===== src/rtl/fetch_redirect_ctrl.sv =====
// Fetch redirect sequencer: drives PC stall/shift/jump and pipeline flushes.
// Redirects that meet a busy instruction memory are held and replayed.
module fetch_redirect_ctrl #(
  parameter int CNT_W = 16
) (
  input  logic             clk,
  input  logic             rst,
  input  logic             branch_taken,
  input  logic [31:0]      branch_target,
  input  logic             jump_valid,
  input  logic [25:0]      jump_index,
  input  logic             load_use_hazard,
  input  logic             imem_ready,
  output logic             stall,
  output logic             shift_enable,
  output logic [31:0]      shift_inst_addr,
  output logic             jump_enable,
  output logic [25:0]      jump_inst_addr,
  output logic             flush_if_id,
  output logic             flush_id_ex,
  output logic [CNT_W-1:0] stall_cycles,
  output logic [CNT_W-1:0] redirect_count
);

  typedef enum logic {RUN, HOLD} state_t;

  state_t      state, state_nx;
  logic        pend_kind;
  logic [31:0] pend_addr;
  logic        cap;
  logic        cap_kind;
  logic [31:0] cap_addr;

  always_ff @(posedge clk or posedge rst) begin
    if (rst) begin
      state     <= RUN;
      pend_kind <= 1'b0;
      pend_addr <= '0;
    end else begin
      state <= state_nx;
      if (cap) begin
        pend_kind <= cap_kind;
        pend_addr <= cap_addr;
      end
    end
  end

  always_comb begin
    state_nx        = state;
    stall           = 1'b0;
    shift_enable    = 1'b0;
    shift_inst_addr = '0;
    jump_enable     = 1'b0;
    jump_inst_addr  = '0;
    flush_if_id     = 1'b0;
    flush_id_ex     = 1'b0;
    cap             = 1'b0;
    cap_kind        = 1'b0;
    cap_addr        = '0;
    if (rst) begin
      stall    = 1'b1;
      state_nx = RUN;
    end else if (state == RUN) begin
      unique case (1'b1)
        branch_taken: begin
          if (imem_ready) begin
            shift_enable    = 1'b1;
            shift_inst_addr = branch_target;
            flush_if_id     = 1'b1;
            flush_id_ex     = 1'b1;
          end else begin
            stall    = 1'b1;
            cap      = 1'b1;
            cap_addr = branch_target;
            state_nx = HOLD;
          end
        end
        (jump_valid && !load_use_hazard): begin
          if (imem_ready) begin
            jump_enable    = 1'b1;
            jump_inst_addr = jump_index;
            flush_if_id    = 1'b1;
          end else begin
            stall    = 1'b1;
            cap      = 1'b1;
            cap_kind = 1'b1;
            cap_addr = {6'b0, jump_index};
            state_nx = HOLD;
          end
        end
        default: begin
          stall       = load_use_hazard | ~imem_ready;
          flush_id_ex = load_use_hazard;
        end
      endcase
    end else begin
      // Frozen pipeline: only memory readiness matters here.
      if (imem_ready) begin
        flush_if_id = 1'b1;
        state_nx    = RUN;
        if (pend_kind) begin
          jump_enable    = 1'b1;
          jump_inst_addr = pend_addr[25:0];
        end else begin
          shift_enable    = 1'b1;
          shift_inst_addr = pend_addr;
          flush_id_ex     = 1'b1;
        end
      end else begin
        stall = 1'b1;
      end
    end
  end

  always_ff @(posedge clk or posedge rst) begin
    if (rst) begin
      stall_cycles   <= '0;
      redirect_count <= '0;
    end else begin
      if (stall && stall_cycles != '1)
        stall_cycles <= stall_cycles + 1'b1;
      if ((shift_enable || jump_enable) && redirect_count != '1)
        redirect_count <= redirect_count + 1'b1;
    end
  end

endmodule


===== config.mk =====
export PLATFORM = sky130hd
export DESIGN_NAME = fetch_redirect_ctrl
export DESIGN_NICKNAME = d
export VERILOG_FILES = /design/src/rtl/fetch_redirect_ctrl.sv
export SDC_FILE = /design/constraint.sdc
export NUM_CORES = 1
export LEC_CHECK = 0
export BUFFER_PORTS_ARGS = -buffer_cell sky130_fd_sc_hd__clkbuf_2
export CORE_MARGIN = 2
export CORE_UTILIZATION = 49
export DETAILED_ROUTE_END_ITERATION = 7
export PLACE_DENSITY = 0.92
export SYNTH_ARGS = -nofsm -noshare
export SYNTH_HDL_FRONTEND = slang
export SYNTH_SLANG_ARGS = --single-unit

===== constraint.sdc =====
create_clock -name clk -period 2.5 [get_ports clk]
set_clock_uncertainty 0.05 [all_clocks]
set_input_delay 0.25 -clock clk [delete_from_list [all_inputs] [get_ports clk]]
set_output_delay 0.25 -clock clk [all_outputs]
set_load 0.005 [all_outputs]

==> Word level (Yosys, flattened, before mapping) <==
Index checks and enable logic that the tools add are counted.
{ "totals": {"ff_bits": 66, "out_inout_bits": 95, "inputBits": 64} }
{ "op_classes": {"eq_ne": 2, "n_reduce_logical": 6, "mux": 46, "bitwise": 2, "addsub": 2} }
{ "op_table": {"columns": ["operator", "n"], "rows": [
  ["32-bit 2-to-1 mux", 9],
  ["26-bit 2-to-1 mux", 7],
  ["32-bit one-hot mux with 2 select lines", 1],
  ["16-bit by 1-bit adder with 16-bit output, second input constant", 2],
  ["16-bit inequality test, second input constant", 2],
  ["1-bit 2-to-1 mux", 28],
  ["1-bit logical AND", 3],
  ["1-bit one-hot mux with 2 select lines", 1],
  ["2-bit OR reduction", 1],
  ["1-bit zero test", 1],
  ["1-bit logical OR", 1],
  ["1-bit NOT", 1],
  ["1-bit bitwise OR", 1]
]} }

==> Longest topological paths before layout <==
{ "logic_depth": {"depth_word": 7, "ltp_mapped": 7} }

==> Least setup slack after synthesis <==
Ideal clock, no wire load.
{ "synth_timing": {"path_type": "input-to-output", "from": "input rst", "to": "output flush_id_ex", "arrival_ns": 2.102, "slack_ns": 0.098, "required_ns": 2.200, "n_path_buf": 1, "stages": 3, "path_cell_list": "clkbuf_1 inv_1 a21o_1"} }
{ "synth_via": {"elab_chain_cells": 1} }
{ "synth_lines": {"columns": ["item", "line_no", "rtl"], "rows": [
  ["from (decl)", "7", "input logic rst,"],
  ["1-bit 2-to-1 mux", "60", "if (rst) begin"],
  ["to (decl)", "20", "output logic flush_id_ex,"]
]} }
Every way passes these cells.

==> Final worst setup path <==
{ "layout_timing": {"from": "register state", "to": "output shift_inst_addr[2]"} }
{ "layout_via": {"elab_chain_cells": 2} }
{ "layout_lines": {"columns": ["item", "line_no", "rtl"], "rows": [
  ["from (decl)", "27", "state_t state, state_nx;"],
  ["from (signal assigned)", "40", "state <= state_nx;"],
  ["32-bit 2-to-1 mux", "63", "end else if (state == RUN) begin"],
  ["32-bit 2-to-1 mux", "60", null],
  ["to (decl)", "16", "output logic [31:0] shift_inst_addr,"]
]} }
Every way passes these cells.

==> flow_metrics.tcl <==
set metrics [dict create \
    clk_latency_ps 330 \
    grt_use_met2 0.450 \
    syn_area_mm2 0.00393 \
    critical_path_class "reg -> out" \
    drv_slew 0 \
    crit_end "shift_inst_addr[2]" \
    period_share 0.893 \
    synth-seq-cells 66 \
    drv_cap 0 \
    synthTopCellsByArea "dfrtp_1, a22oi_1, nor2_1, a221o_1, nand2_1" \
    grt_pass1_vias 3953 \
    cts.path.max_buffers 2 \
    final.setup.tns_ps 0 \
    synth_edf_count 0 \
    cts_hold_buf 0 \
    grt_util_met3 0.0427 \
    reg2reg_from "redirect_count[0]$_DFFE_PP0P_" \
    grt_pass1_wl_um 18900 \
    r2r_end "redirect_count[12]$_DFFE_PP0P_" \
    required_ps 2200 \
    globalRouteOverflowTotal 0 \
    fill_cells 656 \
    p_int_mw 2.08 \
    yosysTopAreaCellShare 0.420 \
    p_seq_frac 0.496 \
    p_switching_mw 1.01 \
    hold_violations 0 \
    critPathArrivalTime_ps 1930 \
    wire_per_inst_um 16.7 \
    drc 0 \
    area_growth_pct 25.7 \
    synth_top_cells_by_count "nor2_1, dfrtp_1, a22oi_1, nand2_1" \
    drtAntennaViolNets 0 \
    synth_top_cell_by_area "dfrtp_1" \
    worst-r2r-setup-slack_ps 320 \
    ys_warn_count 0 \
    syn_nets 510 \
    cts.sinks 66 \
    dieArea_mm2 0.00876 \
    outcome "finished clean" \
    start_kind "flop" \
    p_leak_nw 2.39 \
    ctsResizeCount 0 \
    seq_area_frac_synth 0.420 \
    grt_max_degree 67 \
    peakVddDrop_mv 0.377 \
    vias 4088 \
    fmax_mhz 448 \
    die_w_um 93.6 \
    io_pins 159 \
    synth_most_common_cell "nor2_1" \
    syn_inst 444 \
    rsz0062_at_grt "no" \
    wl_um 11600 \
    vias_per_cell 5.89 \
    swShare 0.327 \
    drive_gt1_frac 0.336 \
    antenna_found_initial 0 \
    design.core.area_mm2 0.00777 \
    comb_power_share 0.239 \
    synth_area_per_cell_um2 8.86 \
    cts.clk_slew.worst_paths_ps 70 \
    placement.io_buffers 158 \
    period_minus_slack_ps 2230 \
    cts-root-buf "clkbuf_8" \
    grt.busiest_layer "met2" \
    initial_core_util 0.506 \
    synth-xor-area-share 0.0557 \
    use_met1 0.351 \
    dr.pass1.iters 5 \
    htreeDepth 3 \
    crit_path_end_kind "primary output" \
    clock_power_share 0.265 \
    antennaDiodeCount 0 \
    die_h_um 93.6 \
    synth_flop_cell "dfrtp_1" \
    drt_iter0_markers 301 \
    row_count 32 \
    finish.utilization 0.637 \
    reg2reg_depth 5 \
    async_flop_share 1.00 \
    grt.total_usage 0.267 \
    synth-compound-area-share 0.210 \
    slew_headroom 0.328 \
    synth_top_family_by_area "simple AND/OR/NAND/NOR gates" \
    gp_congestion 0.830 \
    worstPathMaxFanout 32 \
    synth.area.mux_share 0.0197 \
    hpwl_um 8260 \
    worst_pin_slew_ps 1010 \
    synth_simple_gate_area_share 0.238 \
    hold_path_class "in -> reg" \
    crit_path_start "state$_DFF_PP0_" \
    cts-buffers-inserted 9 \
    synth_fa_ha_area_frac 0.00636 \
    setup-violations-final 0 \
    post_cts_buffers 0 \
    power.density_mw_per_mm2 625 \
    netlist-cell-type-count 41 \
    finalNetCount 653 \
    cts_tree "built" \
]
## metal layers
layer / vias to the layer above / part of all wire
met3: 19 / 0.074
met2: 197 / 0.51
met5: - / 0
li1: 1899 / -
met1: 1973 / 0.41
met4: 0 / 0.016
## state kept, by name (all words and copies together), names as in the netlist
register and count:
stall_cycles 16, pend_kind 1, redirect_count 16, state 1, pend_addr 32
## through the flow
step | power, mW | area [um2] | hold slack [ps] | setup WS (ps) | std cells
floorplan | 1.93 | 3930 | 336 | 98.0 | 444
global placement | 2.23 | 4760 | 415 | 530 | 678
detailed placement | 2.28 | 4760 | 428 | 419 | 678
CTS | 3.09 | 4940 | 90.2 | 289 | 694
global route | 3.28 | 4940 | 116 | 170 | 694
finish | 3.09 | 4940 | 98.6 | 268 | 694
## cell type report
cell class | instances | area [um2] | share of cell area
Multi-Input combinational cell | 336 | 2090 | 0.424
Sequential cell | 66 | 1650 | 0.334
Timing Repair Buffer | 168 | 866 | 0.175
Clock buffer | 14 | 173 | 0.0349
Tap cell | 102 | 128 | 0.0258
Inverter | 6 | 22.5 | 0.00455
Clock inverter | 2 | 10.0 | 0.00202
## worst min-delay path by stage
stage	from	end	slack [ps]	cells after the start
final	branch_target[28]	pend_addr[28]$_DFFE_PP0P_	100	3
after global routing	jump_index[23]	pend_addr[23]$_DFFE_PP0P_	120	2
after CTS	branch_target[28]	pend_addr[28]$_DFFE_PP0P_	90	3
after detailed placement	pend_addr[27]$_DFFE_PP0P_	pend_addr[27]$_DFFE_PP0P_	430	2
after global placement	pend_addr[27]$_DFFE_PP0P_	pend_addr[27]$_DFFE_PP0P_	420	2
after floorplan	branch_target[26]	pend_addr[26]$_DFFE_PP0P_	340	2
## worst max-delay path: stages (launching register included)
cell and delay, ps:
dfrtp_1 580, and3_1 220, buf_4 330, a22oi_1 160, nor2_1 150, clkbuf_2 140
## power groups by stage
stage	sequential [mW]	combinational (mW)	clock, mW
2_1_floorplan	1.49	0.435	0
3_3_place_gp	1.52	0.705	0
3_5_place_dp	1.54	0.739	0
4_1_cts	1.52	0.741	0.829
5_1_grt	1.56	0.825	0.891
6_report	1.53	0.738	0.819
## cell usage in the layout (no fill, tap or decap), types with 3 or more instances in the layout
master	n
nand2b_1	3
o21ai_0	7
a21o_1	3
nor2_1	94
inv_1	5
clkbuf_8	12
nand3_1	8
nor4_1	7
a221o_1	26
nor3_1	9
mux2_2	6
nand4_1	10
dfrtp_1	66
clkbuf_2	158
nor3b_1	4
a22oi_1	58
xor2_1	19
buf_4	10
xnor2_1	6
nand2_1	47
## cell families (layout without fill, tap and decap cells)
kind of cell               after synthesis  count (layout)
xor gates and xnor gates                25              25
AOI/OAI and AO/OA                      102             102
adders and majority gates                2               2
and+or+nand+nor                        200             200
muxes                                    7               7
DFF                                     66              66
buffers and inverters                   42             190
Power figures use the tool's default switching activity.
